==> src/rtl/atom_pkg.sv <==
// Shared definitions for the SPI boot loader: FSM state encoding and default boot window.
package atom_pkg;

  typedef enum logic [2:0] {
    StIdle,
    StShift,
    StWrSetup,
    StWrPulse,
    StWrHold,
    StDone
  } boot_state_e;

  localparam logic [17:0] BOOT_START_DEF = 18'h0C000;
  localparam logic [17:0] BOOT_END_DEF   = 18'h0FFFF;

endpackage

==> src/rtl/spi_sync.sv <==
// Two-flop synchronizer for one SPI line, with an optional third flop for rising-edge detect.
module spi_sync #(
  parameter logic IDLE_VAL = 1'b1,
  parameter bit   EDGE_DET = 1'b0
) (
  input  logic clk100,
  input  logic reset_b,
  input  logic din,
  output logic dout,
  output logic rise
);

  logic s1_q, s2_q, s3_q;

  always_ff @(posedge clk100 or negedge reset_b) begin
    if (!reset_b) begin
      s1_q <= IDLE_VAL;
      s2_q <= IDLE_VAL;
      s3_q <= IDLE_VAL;
    end else begin
      s1_q <= din;
      s2_q <= s1_q;
      s3_q <= s2_q;
    end
  end

  assign dout = s2_q;
  assign rise = EDGE_DET ? (s2_q & ~s3_q) : 1'b0;

endmodule

==> src/rtl/spi_boot_loader.sv <==
// Receives a boot image over SPI and writes it byte-by-byte into SRAM while holding the CPU off.
module spi_boot_loader
  import atom_pkg::*;
#(
  parameter logic [17:0] BOOT_START_ADDR = BOOT_START_DEF,
  parameter logic [17:0] BOOT_END_ADDR   = BOOT_END_DEF,
  parameter int unsigned WE_CYCLES       = 4
) (
  input  logic        clk100,
  input  logic        reset_b,
  input  logic        arm_ss,
  input  logic        arm_sclk,
  input  logic        arm_mosi,
  output logic        booting,
  output logic [17:0] ram_addr,
  output logic [7:0]  ram_dout,
  output logic        ram_cs_b,
  output logic        ram_we_b,
  output logic        ram_oe_b,
  output logic        overflow
);

  localparam int unsigned CntW = (WE_CYCLES > 1) ? $clog2(WE_CYCLES) : 1;

  logic ss_s, sclk_s, mosi_s, sclk_rise;
  logic unused_ss_rise, unused_mosi_rise, unused_sclk_s;

  spi_sync #(.IDLE_VAL(1'b1), .EDGE_DET(1'b0)) u_sync_ss (
    .clk100 (clk100),
    .reset_b(reset_b),
    .din    (arm_ss),
    .dout   (ss_s),
    .rise   (unused_ss_rise)
  );

  spi_sync #(.IDLE_VAL(1'b1), .EDGE_DET(1'b1)) u_sync_sclk (
    .clk100 (clk100),
    .reset_b(reset_b),
    .din    (arm_sclk),
    .dout   (sclk_s),
    .rise   (sclk_rise)
  );

  spi_sync #(.IDLE_VAL(1'b0), .EDGE_DET(1'b0)) u_sync_mosi (
    .clk100 (clk100),
    .reset_b(reset_b),
    .din    (arm_mosi),
    .dout   (mosi_s),
    .rise   (unused_mosi_rise)
  );

  assign unused_sclk_s = sclk_s;

  boot_state_e     state_q, state_d;
  logic [2:0]      bit_cnt_q, bit_cnt_d;
  logic [7:0]      shreg_q, shreg_d;
  logic [17:0]     addr_q, addr_d;
  logic [7:0]      dout_q, dout_d;
  logic [CntW-1:0] we_cnt_q, we_cnt_d;
  logic            ovf_q, ovf_d;
  logic            wrote_q, wrote_d;
  logic            full_q, full_d;
  logic            ss_gone_q, ss_gone_d;

  logic       shifting, in_write, byte_done;
  logic [7:0] byte_val;

  always_ff @(posedge clk100 or negedge reset_b) begin
    if (!reset_b) begin
      state_q   <= StIdle;
      bit_cnt_q <= '0;
      shreg_q   <= '0;
      addr_q    <= BOOT_START_ADDR;
      dout_q    <= '0;
      we_cnt_q  <= '0;
      ovf_q     <= 1'b0;
      wrote_q   <= 1'b0;
      full_q    <= 1'b0;
      ss_gone_q <= 1'b0;
    end else begin
      state_q   <= state_d;
      bit_cnt_q <= bit_cnt_d;
      shreg_q   <= shreg_d;
      addr_q    <= addr_d;
      dout_q    <= dout_d;
      we_cnt_q  <= we_cnt_d;
      ovf_q     <= ovf_d;
      wrote_q   <= wrote_d;
      full_q    <= full_d;
      ss_gone_q <= ss_gone_d;
    end
  end

  assign in_write = (state_q == StWrSetup) || (state_q == StWrPulse) || (state_q == StWrHold);
  assign shifting = (state_q == StShift) || in_write;
  assign byte_val = {shreg_q[6:0], mosi_s};

  always_comb begin
    state_d   = state_q;
    bit_cnt_d = bit_cnt_q;
    shreg_d   = shreg_q;
    addr_d    = addr_q;
    dout_d    = dout_q;
    we_cnt_d  = we_cnt_q;
    ovf_d     = ovf_q;
    wrote_d   = wrote_q;
    full_d    = full_q;
    ss_gone_d = ss_gone_q;
    byte_done = 1'b0;

    // Shifting runs alongside the write states so back-to-back bytes are not lost to timing.
    if (shifting) begin
      if (ss_s) begin
        bit_cnt_d = '0;
      end else if (sclk_rise) begin
        shreg_d   = byte_val;
        bit_cnt_d = bit_cnt_q + 3'd1;
        byte_done = (bit_cnt_q == 3'd7);
      end
    end

    if (in_write) begin
      if (byte_done) ovf_d = 1'b1;
      if (ss_s) ss_gone_d = 1'b1;
    end

    unique case (state_q)
      StIdle: begin
        if (!ss_s) begin
          state_d   = StShift;
          bit_cnt_d = '0;
          shreg_d   = '0;
          ss_gone_d = 1'b0;
        end
      end
      StShift: begin
        if (ss_s) begin
          state_d = wrote_q ? StDone : StIdle;
        end else if (byte_done) begin
          if (!full_q) begin
            dout_d  = byte_val;
            state_d = StWrSetup;
          end else begin
            ovf_d = 1'b1;
          end
        end
      end
      StWrSetup: begin
        we_cnt_d = '0;
        state_d  = StWrPulse;
      end
      StWrPulse: begin
        if (we_cnt_q == CntW'(WE_CYCLES - 1)) begin
          state_d = StWrHold;
        end else begin
          we_cnt_d = we_cnt_q + 1'b1;
        end
      end
      StWrHold: begin
        wrote_d   = 1'b1;
        ss_gone_d = 1'b0;
        // Saturate at the last address instead of wrapping; full_q blocks further writes.
        if (addr_q == BOOT_END_ADDR) begin
          full_d = 1'b1;
        end else begin
          addr_d = addr_q + 18'd1;
        end
        state_d = (ss_gone_q || ss_s) ? StDone : StShift;
      end
      StDone: begin
        state_d = StDone;
      end
      default: begin
        state_d = StIdle;
      end
    endcase
  end

  assign booting  = (state_q != StDone);
  assign ram_addr = addr_q;
  assign ram_dout = dout_q;
  assign ram_cs_b = ~in_write;
  assign ram_we_b = (state_q != StWrPulse);
  assign ram_oe_b = 1'b1;
  assign overflow = ovf_q;

endmodule

==> config.mk <==
export PLATFORM = sky130hd
export DESIGN_NAME = spi_boot_loader
export DESIGN_NICKNAME = d
export VERILOG_FILES = /design/src/rtl/atom_pkg.sv /design/src/rtl/spi_sync.sv /design/src/rtl/spi_boot_loader.sv
export SDC_FILE = /design/constraint.sdc
export NUM_CORES = 1
export LEC_CHECK = 0
export ABC_AREA = 1
export CAP_MARGIN = 10
export CORE_MARGIN = 2
export CORE_UTILIZATION = 32
export DETAILED_ROUTE_END_ITERATION = 8
export PLACE_DENSITY = 0.5
export SYNTH_ARGS = -nofsm -noshare
export SYNTH_HDL_FRONTEND = slang
export SYNTH_SLANG_ARGS = --single-unit
==> constraint.sdc <==
create_clock -name clk100 -period 2.6 [get_ports clk100]
set_input_delay 0.52 -clock clk100 [delete_from_list [all_inputs] [get_ports clk100]]
set_output_delay 0.52 -clock clk100 [all_outputs]
set_load 0.005 [all_outputs]
==> results.toml <==
[routing]
drtPass1Iterations = 4
routed_wl_um = 6010
num_vias = 2280
routed.top_layer = "met4"
wl_met2_um = 2808
met3_length_um = 226
wl_met1_um = 2900
drc_errors = 0
dr.first_iter.drc_count = 79
wl_per_cell_um = 12.24
vias_per_cell = 4.644
antenna_left = 0

[sta]
maxSlewViolCount = 0
finalCritPeriodShare = 0.8997
finalSetupTns_ps = 0
finalCriticalPeriod_ps = 2339
rsz0062_at_grt = "no"
setup_viol = 0
hold_viol = 0
timing.hold.ws_ps = 172.8
fin_skew_ps = 13.80
max_clock_freq_ghz = 0.4275

[yosys]
syn_area_per_cell_um2 = 7.755
synth_top_cell_area_share = 0.4161
synth_cell_type_count = 30
synth_seq_area_share = 0.4840
synth.net_count = 358
synth_cells = 349
synth-edff-count = 0
yosys.area.top_type = "dfrtp_1"
ys_warn_count = 0
ys_top_cells_by_area = "dfrtp_1 42%, nand2_1 17%, dfstp_2 6.8%"
syn_area_um2 = 2706
ys_seq_elements = 52
async_flop_share = 1.000
dominantRegCellSynth = "dfrtp_1"

[worst_setup_path]
crit_chain = "nor2_1 > nand2_1 > o21ai_2 > inv_1 > clkdlybuf4s50_1"
crit_family = "buffers and inverters"
cp_slowest_stage_delay_ps = 460
startpoint_type = "register"
worst-setup-path-type = "reg2out"
worstPathArrival_ps = 1820
cp_num_buf_inv = 2
end_kind = "output port"
r2r_cells = 5
crit_slowest_cell = "dfrtp_1"
reg2reg_slack_ps = 790
crit_required_ps = 2080
crit_cells = 5
critPathMaxFanout = 6

[floorplanning]
dieArea_um2 = 9209
dieHeight_um = 95.97
rows = 33
ios = 36
die_x_um = 95.97
core_area_um2 = 8217
start_util = 0.3294

[global_routing]
track_usage = 0.1474
antenna_found_initial = 0
grt_max_degree = 33
grt_first_pass_wirelength_um = 10530
grt_pass1_vias = 2295
overflow = 0

[clock_tree]
cts_hold_buffers = 0
cts_tree = "built"
cts_sinks = 52
htreeDepth = 2
cts_made_buffers = 5
clockRootBuffer = "clkbuf_8"
postCtsSetupRepairBufs = 0
clk_latency_ps = 320
cts.clk_slew.worst_paths_ps = 100
cts_resized = 0
cts_buffer_depth = 2

[power]
p_leak_uw = 0.001489
vdd_drop_max_mv = 0.4283
power_uw = 2484
powerDensity_nw_per_um2 = 764.9

[place]
port_buffers = 34
gp_congestion = 0.8366
dp_hpwl_um = 4290

[finish]
area_growth_pct = 20.02
layout.nets = 394
drive_gt1_frac = 0.08549
final_util = 0.3953
n_antenna_cell = 0

[flow_run]
cap_violations = 0

[hold_path]
hold_class = "in2async"

[outcome]
status = "complete, no violations"
[worst paths after layout]
check,to,start
worst max-delay path,ram_cs_b,state_q[1]
worst max register to register,state_q[0],u_sync_ss.dout
worst min register to register,u_sync_ss.dout,u_sync_ss.s1_q
max in group asynchronous,ram_addr[14],reset_b
worst min-delay path,bit_cnt_q[0],reset_b
min in group clk100,u_sync_ss.dout,u_sync_ss.s1_q
[layer usage]
layer	track usage	vias up
met4	0.04048	0
met5	0	-
met2	0.2506	46
met3	0.03994	7
met1	0.1843	1052
li1	-	1175
[power breakdown]
part	switching [uW]	internal [uW]	total, uW
logic	550	332	881
clock network	302	198	500
registers	144	959	1100
total	996	1490	2480
[per-stage QoR]
step	cell area (um2)	std cells	worst slack (ps)
2_1_floorplan	2706	349	996.0
3_3_place_gp	3152	483	624.7
3_5_place_dp	3152	483	606.9
4_1_cts	3248	491	249.8
5_1_grt	3248	491	131.1
6_report	3248	491	260.8
[final cells by class]
type                    instances  area [um2]
clock inverters                 3       27.53
clock buffers                   5       68.82
inverters                      34       127.6
fillers                       847        4969
multi-input cells             254        1217
well taps                     105       131.4
repair buffers                 38       365.4
flip-flops and latches         52        1310
[logic make-up (layout without fill, tap and decap cells)]
group,after synthesis,after routing,share of synthesized area
buf+inv,43,80,0.06611
flops,52,52,0.4841
compound gates,35,35,0.07074
fa+ha+maj,4,4,0.01849
other cells,1,1,0.001386
simple gates,202,202,0.3204
xor+xnor,12,12,0.03883
[placed cells by master, fill, tap and decap left out, types with 2 or more instances in the layout]
| cell | Yosys | routed |
|---|---|---|
| dfstp_2 | 7 | 7 |
| clkbuf_8 | 0 | 5 |
| clkdlybuf4s50_1 | 0 | 33 |
| o21ai_0 | 12 | 12 |
| nand4_1 | 2 | 2 |
| nand2_2 | 3 | 3 |
| o21ai_1 | 8 | 8 |
| buf_4 | 2 | 4 |
| dfrtp_1 | 45 | 45 |
| nor2_4 | 3 | 3 |
| nand2_1 | 125 | 125 |
| inv_1 | 33 | 33 |
| nor2_1 | 30 | 30 |
| a21oi_1 | 11 | 11 |
| ha_1 | 4 | 4 |
| nand3_1 | 17 | 17 |
| xnor2_1 | 4 | 4 |
| xor2_1 | 8 | 8 |
| nor3_1 | 18 | 18 |
[synth_stat cells, drive strengths merged, types with 2 or more instances]
library cell / number
clkbuf: 4
inv: 34
nand4: 2
a21oi: 12
nand2: 129
ha: 4
xnor2: 4
buf: 5
nor3: 19
xor2: 8
dfstp: 7
nand3: 18
dfrtp: 45
nor2: 33
o21ai: 21
(Power assumes the default switching activity.)
